$ cat src/rtl/button_conditioner_if.sv
// -----------------------------------------------------------------------------
// button_conditioner_if
// Bundles the per-channel button signals between the pads/testbench and the
// button conditioner.
//   button_i  : raw pin levels, asynchronous to the conditioner clock
//   state_o   : debounced level, 1 = pressed
//   press_o   : one-clock pulse on a debounced press
//   release_o : one-clock pulse on a debounced release
//   long_o    : one-clock pulse when a press has been held LONG_CYCLES
//   repeat_o  : one-clock auto-repeat pulses after a long press
// Modports: master drives the pins and observes events, slave is the
// conditioner itself.
// -----------------------------------------------------------------------------
interface button_conditioner_if #(
    parameter int NUM_BUTTONS = 3
);
    logic [NUM_BUTTONS-1:0] button_i;
    logic [NUM_BUTTONS-1:0] state_o;
    logic [NUM_BUTTONS-1:0] press_o;
    logic [NUM_BUTTONS-1:0] release_o;
    logic [NUM_BUTTONS-1:0] long_o;
    logic [NUM_BUTTONS-1:0] repeat_o;

    modport master (
        output button_i,
        input  state_o, press_o, release_o, long_o, repeat_o
    );

    modport slave (
        input  button_i,
        output state_o, press_o, release_o, long_o, repeat_o
    );
endinterface

$ cat src/rtl/button_conditioner.sv
// -----------------------------------------------------------------------------
// button_conditioner
// N-channel push-button conditioner: per channel a two-flop synchroniser with
// selectable polarity, a counter debouncer, press/release edge pulses and
// long-press detection. Optional auto-repeat after a long press is compiled in
// with the BUTTON_REPEAT_EN macro; without it repeat_o is tied low.
//
// Ports (top):
//   clk      : system clock, rising edge
//   reset_i  : synchronous active-high reset
//   bus      : button_conditioner_if.slave (button_i in; state_o, press_o,
//              release_o, long_o, repeat_o out, all NUM_BUTTONS wide)
//
// Ports (button_conditioner_ch, one per channel):
//   i_clk, i_rst : clock / synchronous reset
//   i_pin        : raw pin level
//   o_state, o_press, o_release, o_long, o_repeat : conditioned outputs
// -----------------------------------------------------------------------------

module button_conditioner_ch #(
    parameter bit ACTIVE_LOW      = 1'b1,
    parameter int DEBOUNCE_CYCLES = 120_000,
    parameter int LONG_CYCLES     = 12_000_000,
    parameter int REPEAT_CYCLES   = 2_400_000
) (
    input  logic i_clk,
    input  logic i_rst,
    input  logic i_pin,
    output logic o_state,
    output logic o_press,
    output logic o_release,
    output logic o_long,
    output logic o_repeat
);
    localparam int DW = $clog2(DEBOUNCE_CYCLES + 1);
    localparam int HW = $clog2(LONG_CYCLES + 1);

    localparam logic          REL_LVL   = ACTIVE_LOW;
    localparam logic [DW-1:0] DB_LAST   = DW'(DEBOUNCE_CYCLES - 1);
    localparam logic [HW-1:0] HOLD_FIRE = HW'(LONG_CYCLES - 1);
    localparam logic [HW-1:0] HOLD_MAX  = HW'(LONG_CYCLES);

    logic          r_sync1;
    logic          r_sync2;
    logic          r_state;
    logic          r_press;
    logic          r_release;
    logic          r_long;
    logic [DW-1:0] r_db_cnt;
    logic [HW-1:0] r_hold;

    logic w_raw;
    logic w_diff;
    logic w_toggle;
    logic w_long_hit;

    // raw = 1 means pressed regardless of pin polarity
    assign w_raw      = r_sync2 ^ REL_LVL;
    assign w_diff     = (w_raw != r_state);
    // this clock would bring the count to DEBOUNCE_CYCLES: accept the new level
    assign w_toggle   = w_diff && (r_db_cnt == DB_LAST);
    // a release on the same edge wins over the long-press pulse
    assign w_long_hit = r_state && !w_toggle && (r_hold == HOLD_FIRE);

    always_ff @(posedge i_clk) begin
        if (i_rst) begin
            r_sync1   <= REL_LVL;
            r_sync2   <= REL_LVL;
            r_state   <= 1'b0;
            r_press   <= 1'b0;
            r_release <= 1'b0;
            r_long    <= 1'b0;
            r_db_cnt  <= '0;
            r_hold    <= '0;
        end else begin
            r_sync1 <= i_pin;
            r_sync2 <= r_sync1;

            if (!w_diff || w_toggle)
                r_db_cnt <= '0;
            else
                r_db_cnt <= r_db_cnt + 1'b1;

            if (w_toggle)
                r_state <= ~r_state;

            r_press   <= w_toggle && !r_state;
            r_release <= w_toggle &&  r_state;

            // saturates at LONG_CYCLES so HOLD_FIRE is seen once per press
            if (!r_state)
                r_hold <= '0;
            else if (r_hold != HOLD_MAX)
                r_hold <= r_hold + 1'b1;

            r_long <= w_long_hit;
        end
    end

    assign o_state   = r_state;
    assign o_press   = r_press;
    assign o_release = r_release;
    assign o_long    = r_long;

`ifdef BUTTON_REPEAT_EN
    localparam int            RW       = $clog2(REPEAT_CYCLES + 1);
    localparam logic [RW-1:0] RPT_LAST = RW'(REPEAT_CYCLES - 1);

    logic          r_rpt_act;
    logic [RW-1:0] r_rpt_cnt;
    logic          r_repeat;

    // Counter is 0 in the cycle long_o is high, so the first repeat lands
    // REPEAT_CYCLES clocks later; it wraps for the following ones.
    always_ff @(posedge i_clk) begin
        if (i_rst) begin
            r_rpt_act <= 1'b0;
            r_rpt_cnt <= '0;
            r_repeat  <= 1'b0;
        end else if (w_long_hit) begin
            r_rpt_act <= 1'b1;
            r_rpt_cnt <= '0;
            r_repeat  <= 1'b0;
        end else if (!r_state || w_toggle) begin
            // released (or releasing on this edge): stop immediately
            r_rpt_act <= 1'b0;
            r_rpt_cnt <= '0;
            r_repeat  <= 1'b0;
        end else if (r_rpt_act) begin
            r_repeat  <= (r_rpt_cnt == RPT_LAST);
            r_rpt_cnt <= (r_rpt_cnt == RPT_LAST) ? '0 : r_rpt_cnt + 1'b1;
        end else begin
            r_repeat  <= 1'b0;
        end
    end

    assign o_repeat = r_repeat;
`else
    // Keeps REPEAT_CYCLES referenced when the repeat counter is compiled
    // out; drives nothing.
    logic w_unused_repeat;
    assign w_unused_repeat = ^REPEAT_CYCLES;
    assign o_repeat        = 1'b0;
`endif

endmodule

module button_conditioner #(
    parameter int NUM_BUTTONS     = 3,
    parameter bit ACTIVE_LOW      = 1'b1,
    parameter int DEBOUNCE_CYCLES = 120_000,
    parameter int LONG_CYCLES     = 12_000_000,
    parameter int REPEAT_CYCLES   = 2_400_000
) (
    input  logic                clk,
    input  logic                reset_i,
    button_conditioner_if.slave bus
);
    logic [NUM_BUTTONS-1:0] w_state;
    logic [NUM_BUTTONS-1:0] w_press;
    logic [NUM_BUTTONS-1:0] w_release;
    logic [NUM_BUTTONS-1:0] w_long;
    logic [NUM_BUTTONS-1:0] w_repeat;

    genvar g;
    generate
        for (g = 0; g < NUM_BUTTONS; g++) begin : g_ch
            button_conditioner_ch #(
                .ACTIVE_LOW      (ACTIVE_LOW),
                .DEBOUNCE_CYCLES (DEBOUNCE_CYCLES),
                .LONG_CYCLES     (LONG_CYCLES),
                .REPEAT_CYCLES   (REPEAT_CYCLES)
            ) u_ch (
                .i_clk     (clk),
                .i_rst     (reset_i),
                .i_pin     (bus.button_i[g]),
                .o_state   (w_state[g]),
                .o_press   (w_press[g]),
                .o_release (w_release[g]),
                .o_long    (w_long[g]),
                .o_repeat  (w_repeat[g])
            );
        end
    endgenerate

    assign bus.state_o   = w_state;
    assign bus.press_o   = w_press;
    assign bus.release_o = w_release;
    assign bus.long_o    = w_long;
    assign bus.repeat_o  = w_repeat;

endmodule

$ cat src/flat_wrapper.sv
// flat-port wrapper written by rule: the top's interface ports become plain ports
module button_conditioner_flat 
#(
    parameter int NUM_BUTTONS     = 3,
    parameter bit ACTIVE_LOW      = 1'b1,
    parameter int DEBOUNCE_CYCLES = 120_000,
    parameter int LONG_CYCLES     = 12_000_000,
    parameter int REPEAT_CYCLES   = 2_400_000
)
  (clk, reset_i, bus_button_i, bus_state_o, bus_press_o, bus_release_o, bus_long_o, bus_repeat_o);
  button_conditioner_if #(.NUM_BUTTONS(NUM_BUTTONS)) bus_i ();
  input  logic clk;
  input  logic reset_i;
  input wire logic [$bits(bus_i.button_i)-1:0] bus_button_i;
  output wire logic [$bits(bus_i.state_o)-1:0] bus_state_o;
  output wire logic [$bits(bus_i.press_o)-1:0] bus_press_o;
  output wire logic [$bits(bus_i.release_o)-1:0] bus_release_o;
  output wire logic [$bits(bus_i.long_o)-1:0] bus_long_o;
  output wire logic [$bits(bus_i.repeat_o)-1:0] bus_repeat_o;
  assign bus_i.button_i = bus_button_i;
  assign bus_state_o = bus_i.state_o;
  assign bus_press_o = bus_i.press_o;
  assign bus_release_o = bus_i.release_o;
  assign bus_long_o = bus_i.long_o;
  assign bus_repeat_o = bus_i.repeat_o;
  button_conditioner #(.NUM_BUTTONS(NUM_BUTTONS), .ACTIVE_LOW(ACTIVE_LOW), .DEBOUNCE_CYCLES(DEBOUNCE_CYCLES), .LONG_CYCLES(LONG_CYCLES), .REPEAT_CYCLES(REPEAT_CYCLES)) u_core (.clk(clk), .reset_i(reset_i), .bus(bus_i));
endmodule
$ cat config.mk
export PLATFORM = sky130hd
export DESIGN_NAME = button_conditioner_flat
export DESIGN_NICKNAME = d
export VERILOG_FILES = /design/src/rtl/button_conditioner_if.sv /design/src/rtl/button_conditioner.sv /design/src/flat_wrapper.sv
export SDC_FILE = /design/constraint.sdc
export NUM_CORES = 1
export LEC_CHECK = 0
export CORE_MARGIN = 3
export CORE_UTILIZATION = 50
export DETAILED_ROUTE_END_ITERATION = 16
export PLACE_DENSITY = 0.67
export SYNTH_ARGS = -nofsm -noshare
export SYNTH_HDL_FRONTEND = slang
export SYNTH_HIERARCHICAL = 1
export SYNTH_SLANG_ARGS = --single-unit
$ cat constraint.sdc
create_clock -name clk -period 2.35 [get_ports clk]
set_clock_uncertainty 0.1 [all_clocks]
set_input_delay 0.3525 -clock clk [delete_from_list [all_inputs] [get_ports clk]]
set_output_delay 0.3525 -clock clk [all_outputs]
set_load 0.02 [all_outputs]
==> results.md, run 1 <==
Setup path:
- STA classifies the critical path endpoint as a flop.
- The critical path's slowest cell is sky130_fd_sc_hd__dfxtp_1.
- Walking the worst path, the cells encountered are ha_1 -> nand3_1 -> nand4b_1 -> or3_1 -> a21oi_1.
- The critical path class is flop to flop.
- For the worst setup path, the data arrival time is 2.24 ns.
- Of all nets on the critical path, the largest fanout is 8.
- The endpoint required time on the critical path is 2.59 ns.
- For this run, the slowest stage of the critical path takes 0.41 ns.
- The worst setup path is launched from a flop.

Detailed routing:
- The total iterations of the first detailed-routing run is 6.
- The highest metal layer with signal wires is met4.
- The number of antenna-violating nets in the routed design is 0.
- After the first detailed-routing iteration, the DRC count stood at 286.
- Wires add up to 12500 µm.
- In the routed design, unresolved DRC markers number 0.
- The mean routed wirelength per cell is 13.6 µm.
- Across all layers, the routed design uses 5138 vias.
- The detailed-route wire length on metal 1 is 5960 µm.
- In the routed layout, each cell is associated on average with a via count of 5.56.
- The met3 wirelength from detailed routing is 357 µm.
- The total length of routed met2 wires is 6030 µm.

Min path:
- The worst min-delay path class is flop to flop.

Layout:
- The number of standard cells in the layout, taps in and fillers out is 924.
- Of the cells placed in the final design, the portion with a size suffix greater than 1 is 10.2%.
- At the end of the flow, the number of nets in the layout was 758.
- From synthesis to final layout, the design area changed by 15.4%.
- The repair_antennas step left the layout with diodes totalling 0.

Floorplan:
- In this run the count of I/O pins placed on the die edge is 20.
- The initial utilization of the core area, before any placement, comes to 52.1%.
- The die covers 0.0142 mm².
- The chip width is 119 µm.
- The die is 119 µm tall.
- The core region is 0.0123 mm².
- The standard-cell row count is 40.

Logic synthesis:
- The per-instance average area after synthesis is 8.88 µm².
- By area the synthesized netlist is led by sky130_fd_sc_hd__dfxtp_1 (44%), sky130_fd_sc_hd__xnor2_1 (6.6%), sky130_fd_sc_hd__nor2_1 (6.0%).
- The count of mapped cells out of synthesis is 720.
- The post-synthesis cell area is 0.00639 mm².
- The fraction of synthesized cell area in xor and xnor cells is 11.9%.
- Summing the areas of all compound-gate instances in the mapped netlist gives 6.87% of the synthesized area.
- The sequential area share after synthesis is 44.2%.
- The largest family of logic cells by synthesized area is simple AND/OR/NAND/NOR gates.
- The net count of the mapped netlist is 734.
- After synthesis, the share of cell area in mux cells is 0.528%.
- The count of flip-flops with a built-in enable after synthesis is 0.
- The flop and latch count out of synthesis is 141.
- The simple-gate portion of the synthesized area is 31.9%.
- The Yosys step of the flow raised 6 warnings.
- The fraction of the mapped netlist area in adder cells is 1.76%.
- The share of Yosys cell area claimed by the top area cell type is 44.2%.
- The synthesized netlist contains 40 unique library cells.
- The fraction of registers with async set/reset is 0%.
- The flip-flop cell with the highest count after synthesis is sky130_fd_sc_hd__dfxtp_1.
- The largest total area in the synthesized netlist belongs to sky130_fd_sc_hd__dfxtp_1.

Clocking:
- The tree built by TritonCTS fans out to 141 sinks.
- Hold repair after CTS inserted 0 buffers.
- The number of buffers on the longest clock path is 2.
- The clock tree from TritonCTS is done.
- The post-CTS setup repair buffer count is 0.
- After clock tree synthesis, the clock-pin slew on the worst setup and hold paths is 0.06 ns.
- CTS built an H-tree with a depth of 4.
- The number of cells upsized or downsized after cts is 0.
- The latest clock arrival within the worst-skew pair is 0.42 ns.
- Clock tree synthesis inserted a total of 17 buffers.
- The clock tree root buffer cell is sky130_fd_sc_hd__clkbuf_16.

Pwr:
- The largest vdd supply drop is 0.000558 V.
- The overall power of the completed layout is 5.30 mW.
- The total leakage power is 2.20 nW.
- The power density over cell area is 718 mW/mm².

STA:
- The count of pins over their slew limit was 0.
- Static timing analysis puts the maximum clock frequency at 499 MHz.
- The smallest clock period supported by the final layout is computed as 2.00 ns.
- Across all hold checks on the routed design, the worst slack comes to 0.308 ns.
- At the pin with the least slew margin, the transition time is 0.619 ns.
- Once routing completed, OpenROAD measured the worst setup slack at 0.346 ns.
- The worst pin sits at a relative slew slack of 58.6%.
- The final hold violation count came to 0.
- Setup repair after global routing left no endpoint under its margin.
- Summed over all failing endpoints, the final setup total negative slack is 0 ns.
- Setup violations remaining at the end of the flow were counted as 0.
- The part of the cycle the worst path needs is 85.3%.

Global routing:
- The first global-routing pass estimated 21800 µm of wire.
- The initial antenna violation count was 0.
- The overall global routing resource usage is 18.5%.
- The via count of the first global-routing pass came to 4910.
- Summed over all layers, the global routing overflow is 0.
- Entering global routing, the biggest net connects 24 pins.

Placement:
- The detailed placement HPWL is 8530 µm.
- The placed cell count is 893.
- The number of buffers added on ports is 16.
- At the end of routability-driven placement, the weighted congestion stood at 0.836.
- Before CTS, the worst setup slack after placement is 0.251 ns.

Job:
- The number of maximum-capacitance constraint violations is 0.

Outcome:
- The flow ran to the end, and the final reports show no timing, DRC or antenna violations.
-- per-stage QoR --
stage                     utilization (%)  area, µm²
after global routing                 60.2       7380
after global placement               55.0       6740
after detailed placement             55.0       6740
after floorplan                         -       6390
after CTS                            60.2       7380
final                                60.2       7380
-- power by group --
group | leakage, nW | internal, mW | switching [mW]
combinational | 0.745 | 0.0143 | 0.0205
clock | 0.315 | 1.89 | 0.967
sequential | 1.14 | 2.40 | 0.00487
-- kinds of logic after synthesis --
family / count (synthesis)
adders and majority gates: 9
DFF: 141
muxes: 3
and+or+nand+nor: 366
AOI/OAI and AO/OA: 69
xor gates and xnor gates: 87
other: 3
buffers and inverters: 42
-- synth_stat cells (6+ instances only) --
cell type and count:
sky130_fd_sc_hd__nand4_1 45, sky130_fd_sc_hd__nor2_1 102, sky130_fd_sc_hd__nand2_1 42, sky130_fd_sc_hd__o21ai_0 21, sky130_fd_sc_hd__a21oi_1 33, sky130_fd_sc_hd__or2_2 6, sky130_fd_sc_hd__ha_1 9, sky130_fd_sc_hd__nand4b_1 9
sky130_fd_sc_hd__or4_1 6, sky130_fd_sc_hd__clkbuf_1 15, sky130_fd_sc_hd__nand3_1 39, sky130_fd_sc_hd__xnor2_1 48, sky130_fd_sc_hd__and4_1 15, sky130_fd_sc_hd__dfxtp_1 141, sky130_fd_sc_hd__nor4_1 24, sky130_fd_sc_hd__or3_1 24
sky130_fd_sc_hd__inv_1 21, sky130_fd_sc_hd__xor2_1 39, sky130_fd_sc_hd__nor3_1 18
-- flip-flops by register name, summed over array words and instances, names as in the netlist --
register	flops
u_core/g_ch.u_ch/r_sync2	3
u_core/g_ch.u_ch/r_sync1	3
u_core/g_ch.u_ch/o_state	3
u_core/g_ch.u_ch/r_db_cnt	51
u_core/g_ch.u_ch/o_release	3
u_core/g_ch.u_ch/o_press	3
u_core/g_ch.u_ch/o_long	3
u_core/g_ch.u_ch/r_hold	72
-- worst max-delay path, delay by kind of cell (launching register included) --
kind            cells  cell delay [ns]
compound gates      1             0.16
fa+ha+maj           1             0.20
flops               1             0.41
simple gates        3             1.05
-- worst paths after layout --
kind                                 start                             end  slack (ns)  cells past startpoint
max          u_core/g_ch[1].u_ch/r_hold[1]  u_core/g_ch[1].u_ch/r_hold[18]        0.35                      5
min            u_core/g_ch[1].u_ch/r_sync1     u_core/g_ch[1].u_ch/r_sync2        0.31                      1
max reg2reg  u_core/g_ch[1].u_ch/r_hold[1]  u_core/g_ch[1].u_ch/r_hold[18]        0.35                      5
min reg2reg    u_core/g_ch[1].u_ch/r_sync1     u_core/g_ch[1].u_ch/r_sync2        0.31                      1
-- cells in the final DEF, fill, tap and decap left out, drive strengths merged --
master and n:
a2111oi 3, a211o 3, a21oi 33, a41o 3
and2 3, and3 3, and3b 3, and4 18
and4b 3, buf 10, bufinv 5, clkbuf 18
clkdlybuf4s50 16, clkinv 7, clkinvlp 1, conb 3
dfxtp 141, ha 9, inv 21, mux2 3
nand2 45, nand2b 3, nand3 39, nand4 45
nand4b 9, nor2 102, nor2b 3, nor3 18
nor3b 3, nor4 30, o21ai 21, o31ai 6
or2 6, or3 24, or4 9, xnor2 48
xor2 39
-- per-layer routing --
metal	GRT usage, %	vias to the layer above
met4	7.24	0
met5	0	-
met2	30.1	61
met3	5.46	17
li1	-	2618
met1	23.0	2442
-- final cells by class --
| class | instances | area (µm²) |
|---|---|---|
| clock inverter | 13 | 196 |
| inverter | 21 | 78.8 |
| fill | 1087 | 4880 |
| clock buffer | 18 | 439 |
| sequential | 141 | 2820 |
| multi-input combinational | 537 | 3400 |
| tap | 168 | 210 |
| timing repair buffer | 26 | 235 |
No activity file was read; power rests on OpenSTA's default activity.
==> run 2: changes to the inputs <==
--- a/config.mk
+++ b/config.mk
@@ -5,10 +5,12 @@
 export SDC_FILE = /design/constraint.sdc
 export NUM_CORES = 1
 export LEC_CHECK = 0
+export CELL_PAD_IN_SITES_DETAIL_PLACEMENT = 0
+export CELL_PAD_IN_SITES_GLOBAL_PLACEMENT = 2
 export CORE_MARGIN = 3
-export CORE_UTILIZATION = 50
+export CORE_UTILIZATION = 39
 export DETAILED_ROUTE_END_ITERATION = 16
-export PLACE_DENSITY = 0.67
+export PLACE_DENSITY_LB_ADDON = 0.1
 export SYNTH_ARGS = -nofsm -noshare
 export SYNTH_HDL_FRONTEND = slang
 export SYNTH_HIERARCHICAL = 1
==> run 2 against run 1 <==
Wire length up 4.9%. Sequential share of layout area down 0.88 points. Count of clock-buffer cells in the layout up 3. Critical path depth down 4. Final cell count up 6.3%. Non-clock buffer count up 9. Sequential cell count unchanged. Register-to-register slack better by 0.04 ns. Maximum frequency up 1.8%. Die area up 27%. First-iteration DRC count down 21%.
==> results.md, run 2 (synthesized netlist as in run 1, its figures left out) <==
Layout:
- The most common cell after layout, fill and taps aside is sky130_fd_sc_hd__dfxtp_1.
- Of the cells placed in the final design, the portion with a size suffix greater than 1 is 11.2%.
- Once layout is complete, the utilization of the core stands at 47.4%.
- The top cell types in the final layout, fill and taps aside, are sky130_fd_sc_hd__dfxtp_1 (141), sky130_fd_sc_hd__nor2_1 (102), sky130_fd_sc_hd__xnor2_1 (48).
- The largest registers in the layout are u_core/g_ch.u_ch/r_hold x72, u_core/g_ch.u_ch/r_db_cnt x51.
- The synthesis-to-finish area growth is 18.2%.
- The final layout contains 767 nets.
- The diode insertion count for antenna repair is 0.
- The number of flip-flops under the largest register name is 72.
- The most flop-heavy register is u_core/g_ch.u_ch/r_hold.
- The count of cells in the finished layout, fillers not included, comes to 982.

Setup path:
- The critical path's slowest cell is sky130_fd_sc_hd__clkdlybuf4s50_1.
- The element type at the critical path start is a flop.
- Together, buffers and inverters on the worst path number 1.
- Traced cell by cell, the critical path runs through clkdlybuf4s50_1.
- The number of cells on the worst reg-to-reg path is 4.
- Following the worst setup path forward leads to its endpoint at bus_state_o[0].
- The endpoint identified for the worst register-to-register timing path is u_core/g_ch[0].u_ch/o_long.
- The slack of the worst reg-to-reg path is 0.39 ns.
- The critical path class is flop to output port.
- The endpoint required time on the critical path is 1.90 ns.
- The kind of cell with the highest combined delay along the critical path is buffers and inverters.
- The logic depth of the worst path, buffers included is 1.
- Along the worst path, the maximum fanout reaches 5.
- On the worst path, the slowest cell contributes a delay of 0.66 ns.
- The capturing element type of the critical path is an output port.
- Data arrives at the worst endpoint at 1.52 ns.
- The first element of the critical path is u_core/g_ch[0].u_ch/o_state.
- The startpoint identified for the worst register-to-register timing path is u_core/g_ch[0].u_ch/r_hold[10].

Placement:
- The placed cell count is 950.
- The detailed placement HPWL is 9240 µm.
- The count of buffers added on input and output ports is 16.
- The routability-driven placement congestion ratio is 0.769.

STA:
- The count of pins over their slew limit is 0.
- The achievable clock frequency is 508 MHz.
- The final hold violation count is 0.
- Dividing the final minimum period by the clock period gives 83.8%.
- Counting I/O delays and the setup requirement, the final critical path takes 1.97 ns.
- For the pin with the worst max-slew slack, the measured transition is 0.531 ns.
- The worst-case headroom to the max-slew limit is 64.3%.
- Setup violations remaining at the end of the flow were counted as 0.
- After routing, the total negative slack on setup checks comes to 0 ns.
- Setup repair after global routing left no endpoint under its margin.

Clocking:
- After clock tree synthesis, the setup repair step added 0 buffers.
- The H-tree was split into 4 levels.
- The clock tree from TritonCTS is done.
- The latest clock arrival within the worst-skew pair is 0.42 ns.
- The number of buffers on the longest clock path is 2.
- The quantity of hold-fixing buffers added after cts is 0.
- In this run the clock root is driven by a sky130_fd_sc_hd__clkbuf_16.
- The number of cells upsized or downsized after cts is 0.
- The tree built by TritonCTS fans out to 141 sinks.
- After clock tree synthesis, the clock-pin slew on the worst setup and hold paths is 0.06 ns.
- The number of buffers inserted during clock tree synthesis is 17.

Detailed routing:
- For this block, the initial DRC count from the detailed router was 225.
- The via count is 5094.
- Once detail routing completed, the nets flagged for antenna violations numbered 0.
- The total routed wirelength is 13200 µm.
- Dividing the detail-routed wire length by the instance count gives 13.4 µm.
- In the routed design, unresolved DRC markers number 0.
- The first detailed-routing pass ran for 4 iterations.
- Dividing the detail-routed via count by the number of cells gives 5.19.

Pwr:
- For this design the static power due to leakage is 2.26 nW.
- Dividing total power by cell area gives a power density of 730 mW/mm².
- The largest vdd supply drop is 0.000519 V.

Global routing:
- The initial antenna violation count is 0.
- Entering global routing, the biggest net connects 24 pins.
- The via count of the first global-routing pass came to 4737.
- The first global-routing pass estimated 22700 µm of wire.
- The total overflow reported by the global router is 0.
- Across every metal layer, demand over resource in global routing totals 15.3%.

Floorplan:
- In this run the horizontal extent of the chip is 134 µm.
- The floorplan has 46 rows.
- 20 I/O pins were placed.
- The die covers 0.0180 mm².
- The vertical extent of the die is 134 µm.
- In this run the standard cell core region covers 0.0159 mm².
- The initial core utilization is 40.1%.

Outcome:
- The flow ran to the end, and the final reports show no timing, DRC or antenna violations.

Job:
- The number of maximum-capacitance constraint violations is 0.

Min path:
- The worst min-delay path class is flop to flop.
[run 2: cell count changes in the layout (fill, tap and decap cells not counted)]
cell,change
sky130_fd_sc_hd__bufinv_16,+1
sky130_fd_sc_hd__clkinv_2,-3
sky130_fd_sc_hd__clkbuf_1,+1
sky130_fd_sc_hd__clkbuf_8,+2
sky130_fd_sc_hd__buf_4,+9
[run 2: layer usage]
metal  global-route usage (%)  wire length (µm)  up-vias
li1                         -                 -     2640
met4                     4.98               157        0
met3                     4.16               336       14
met5                        0                 0        -
met1                     20.3              6670     2396
met2                     24.3              6000       44
[run 2: layout make-up]
| cell class | count | area (µm²) |
|---|---|---|
| fillers | 1552 | 8390 |
| multi-input cells | 537 | 3400 |
| flip-flops and latches | 141 | 2820 |
| clock buffers | 21 | 470 |
| repair buffers | 35 | 303 |
| well taps | 216 | 270 |
| clock inverters | 11 | 211 |
| inverters | 21 | 78.8 |
[run 2: worst min-delay path by stage]
| stage | endpoint | cells past startpoint | startpoint |
|---|---|---|---|
| after detailed placement | u_core/g_ch[0].u_ch/r_sync2 | 1 | u_core/g_ch[0].u_ch/r_sync1 |
| after floorplan | u_core/g_ch[0].u_ch/r_sync2 | 1 | u_core/g_ch[0].u_ch/r_sync1 |
| after global placement | u_core/g_ch[2].u_ch/r_sync2 | 1 | u_core/g_ch[2].u_ch/r_sync1 |
| final | u_core/g_ch[0].u_ch/r_sync2 | 1 | u_core/g_ch[0].u_ch/r_sync1 |
| after global routing | u_core/g_ch[0].u_ch/r_sync2 | 1 | u_core/g_ch[0].u_ch/r_sync1 |
| after CTS | u_core/g_ch[0].u_ch/r_sync2 | 1 | u_core/g_ch[0].u_ch/r_sync1 |
[run 2: through the flow]
step	setup slack (ns)	hold slack (ns)	cell area (µm²)	total power, mW
after floorplan	0.513	0.289	6390	2.48
after global placement	0.372	0.294	6870	2.49
after detailed placement	0.311	0.297	6870	2.49
after CTS	0.328	0.311	7550	5.61
after global routing	0.286	0.326	7550	5.72
final	0.381	0.309	7550	5.51
[run 2: where the power goes]
part	switching, mW	internal [mW]	total (mW)
registers	0.00496	2.40	2.40
logic	0.0212	0.0174	0.0386
clock network	0.999	2.07	3.07
total	1.02	4.49	5.51
==> run 3: changes to the inputs <==
==> constraint.sdc (replaced) <==
create_clock -name clk -period 2 [get_ports clk]
set_clock_uncertainty 0.1 [all_clocks]
set_input_delay 0.3 -clock clk [delete_from_list [all_inputs] [get_ports clk]]
set_output_delay 0.3 -clock clk [all_outputs]
set_load 0.02 [all_outputs]
==> run 3 against run 2 <==
Critical path type unchanged. Via count increased by 1.9%. Largest power group unchanged. Sequential power is 18% higher. Critical path depth unchanged.
==> results.md, run 3 (synthesized netlist as in run 1, its figures left out) <==
Outcome:
- The flow ran to the end, and the final reports show no timing, DRC or antenna violations.

Setup path:
- Data on the critical path is required at its endpoint by 1.60 ns.
- Together, buffers and inverters on the worst path number 1.
- The element type at the critical path start is a flop.
- The peak per-stage delay on the critical path is 0.65 ns.
- The slack of the worst reg-to-reg path is 0.13 ns.
- The number of cells on the worst reg-to-reg path is 5.
- In this run the critical register-to-register path is launched from u_core/g_ch[0].u_ch/r_hold[10].
- In this run the critical register-to-register path is captured at u_core/g_ch[0].u_ch/r_hold[1].
- The worst setup path is of the flop to output port kind.
- The family with the most delay on the worst path is buffers and inverters.
- At the worst endpoint, the arrival time is 1.51 ns.
- STA classifies the critical path endpoint as an output port.
- The signal on the critical path passes through clkdlybuf4s50_1.
- The largest driver fanout on the critical path is 5.
- The logic depth of the worst path, buffers included is 1.
- The critical path's slowest cell is sky130_fd_sc_hd__clkdlybuf4s50_1.

Layout:
- Of the cells placed in the final design, the portion with a size suffix greater than 1 is 12.3%.
- The diode insertion count for antenna repair is 0.
- After the flow finishes, the layout carries non-filler instances totaling 996.
- The most common cell after layout, fill and taps aside is sky130_fd_sc_hd__dfxtp_1.
- Compared with the post-synthesis result, the final layout area differs by 17.4%.
- The number of flip-flops under the largest register name is 72.
- The largest registers in the layout are u_core/g_ch.u_ch/r_hold x72, u_core/g_ch.u_ch/r_db_cnt x51.
- The top cell types in the final layout, fill and taps aside, are sky130_fd_sc_hd__dfxtp_1 (141), sky130_fd_sc_hd__nor2_1 (102), sky130_fd_sc_hd__xnor2_1 (48).
- The most flop-heavy register is u_core/g_ch.u_ch/r_hold.
- The final-stage net count is 781.

Placement:
- The pre-CTS setup slack is 0.103 ns.
- Input and output buffers added on the ports amount to 16.
- In this run, placement finished with an instance count of 964.
- The detailed placement HPWL is 9290 µm.
- The congestion estimate from routability-driven global placement came to 0.795.

Clocking:
- Once the clock tree was built, the setup fixing pass inserted 0 buffers.
- TritonCTS created 17 clock buffers.
- The latest clock arrival within the worst-skew pair is 0.41 ns.
- The quantity of hold-fixing buffers added after cts is 0.
- The clock tree from TritonCTS is done.
- After clock tree synthesis, the repair step resized 0 gates.
- The number of buffers on the longest clock path is 2.
- The CTS H-tree depth is 4.
- The number of sinks handled by clock tree synthesis is 141.
- Clock-pin slew was measured on the worst setup and hold paths at 0.06 ns.
- The clock tree root buffer cell is sky130_fd_sc_hd__clkbuf_16.

Global routing:
- The total overflow reported by the global router is 0.
- The overall global routing resource usage is 15.3%.
- The via count of the first global-routing pass is 4785.
- The first global-routing pass estimated 22800 µm of wire.
- The initial antenna violation count is 0.
- The maximum number of pins on one net before global-route repair is 19.

STA:
- Setup violations remaining at the end of the flow were counted as 0.
- Setup repair after global routing left no endpoint under its margin.
- The final hold violation count is 0.
- Adding up every negative setup slack in the final design gives 0 ns.
- Setup slack closes at 0.0894 ns.
- The part of the cycle the worst path needs is 95.5%.
- The achievable clock frequency is 523 MHz.
- The smallest clock period supported by the final layout is computed as 1.91 ns.
- The final hold slack is 0.301 ns.
- The count of pins over their slew limit is 0.

Min path:
- The worst min-delay path class is flop to flop.
- The hold path startpoint is u_core/g_ch[2].u_ch/r_sync1.
- The depth of the worst hold-timing path is 1.
- The path with the worst hold slack has its endpoint at u_core/g_ch[2].u_ch/r_sync2.

Pwr:
- The combinational share of power is 0.7%.
- The total internal power is 4.56 mW.
- The worst-case IR drop observed on VDD is 0.000583 V.
- Power spread over the standard cell area amounts to 763 mW/mm².
- The clock share of power is 49.9%.
- The part of the power in registers is 49.3%.
- In this run the static leakage power is 2.26 nW.
- The share of total power consumed by net switching is 20.3%.
- The net switching power of the design is 1.16 mW.

Detailed routing:
- For this run, design rule violations remaining after detail routing come to 0.
- The mean routed wirelength per cell is 13.2 µm.
- The total routed wirelength is 13200 µm.
- Before antenna repair, the detailed router went through 5 iterations.
- In this run the remaining antenna-violating nets after routing total 0.
- The first routing iteration left 247 violations.
- The via count is 5193.
- The number of vias per cell is 5.21.

Floorplan:
- The chip width is 134 µm.
- The initial core utilization is 40.1%.
- 20 I/O pins were placed.
- The floorplan step defined a die boundary enclosing 0.0180 mm².
- The standard-cell row count is 46.
- The vertical extent of the die is 134 µm.
- The core box area is 0.0159 mm².

Job:
- Across the run, the number of max-cap violations was 0.
-- run 3: cell types whose count changed in the layout (fill, tap and decap cells not counted) --
cell,change
sky130_fd_sc_hd__buf_4,+14
sky130_fd_sc_hd__bufinv_16,-5
sky130_fd_sc_hd__clkinv_2,+5
sky130_fd_sc_hd__clkbuf_1,+4
sky130_fd_sc_hd__clkbuf_8,-2
sky130_fd_sc_hd__clkinv_4,-1
sky130_fd_sc_hd__clkinvlp_4,-1
-- run 3: per-layer routing --
layer / track usage (%) / share of wire (%) / up-vias
met3: 3.19 / 2.2 / 16
li1: - / - / 2673
met5: 0 / 0 / -
met1: 20.4 / 50 / 2440
met4: 6.28 / 1.5 / 0
met2: 24.5 / 46 / 64
-- run 3: final cells by class --
type                    instances  area [µm²]
flip-flops and latches        141        2820
clock inverters                 9        70.1
clock buffers                  23         458
well taps                     216         270
repair buffers                 49         408
multi-input cells             537        3400
fillers                      1585        8440
inverters                      21        78.8
-- run 3: worst max path at each step --
| stage | start | slack, ns | endpoint |
|---|---|---|---|
| global route | u_core/g_ch[0].u_ch/r_hold[0] | 0.0001 | u_core/g_ch[0].u_ch/r_hold[20] |
| finish | u_core/g_ch[1].u_ch/o_state | 0.09 | bus_state_o[1] |
| floorplan | u_core/g_ch[0].u_ch/r_db_cnt[0] | 0.16 | u_core/g_ch[0].u_ch/r_db_cnt[10] |
| detailed placement | u_core/g_ch[1].u_ch/r_hold[10] | 0.10 | u_core/g_ch[1].u_ch/o_long |
| CTS | u_core/g_ch[1].u_ch/o_state | 0.07 | bus_state_o[1] |
| global placement | u_core/g_ch[1].u_ch/r_hold[10] | 0.15 | u_core/g_ch[1].u_ch/o_long |
-- run 3: stage by stage --
stage	area [µm²]	power [mW]	util [%]
final	7500	5.72	47.1
after global routing	7500	5.93	47.1
after CTS	7500	5.82	47.1
after detailed placement	6980	2.93	43.8
after global placement	6980	2.93	43.8
after floorplan	6390	2.91	-
-- run 3: power by group through the flow --
stage / registers, mW / clock network, mW / logic [mW]
final: 2.82 / 2.86 / 0.0422
after floorplan: 2.88 / 0 / 0.0269
after CTS: 2.82 / 2.96 / 0.0436
after global routing: 2.82 / 3.06 / 0.0474
after global placement: 2.88 / 0 / 0.0426
after detailed placement: 2.88 / 0 / 0.0436
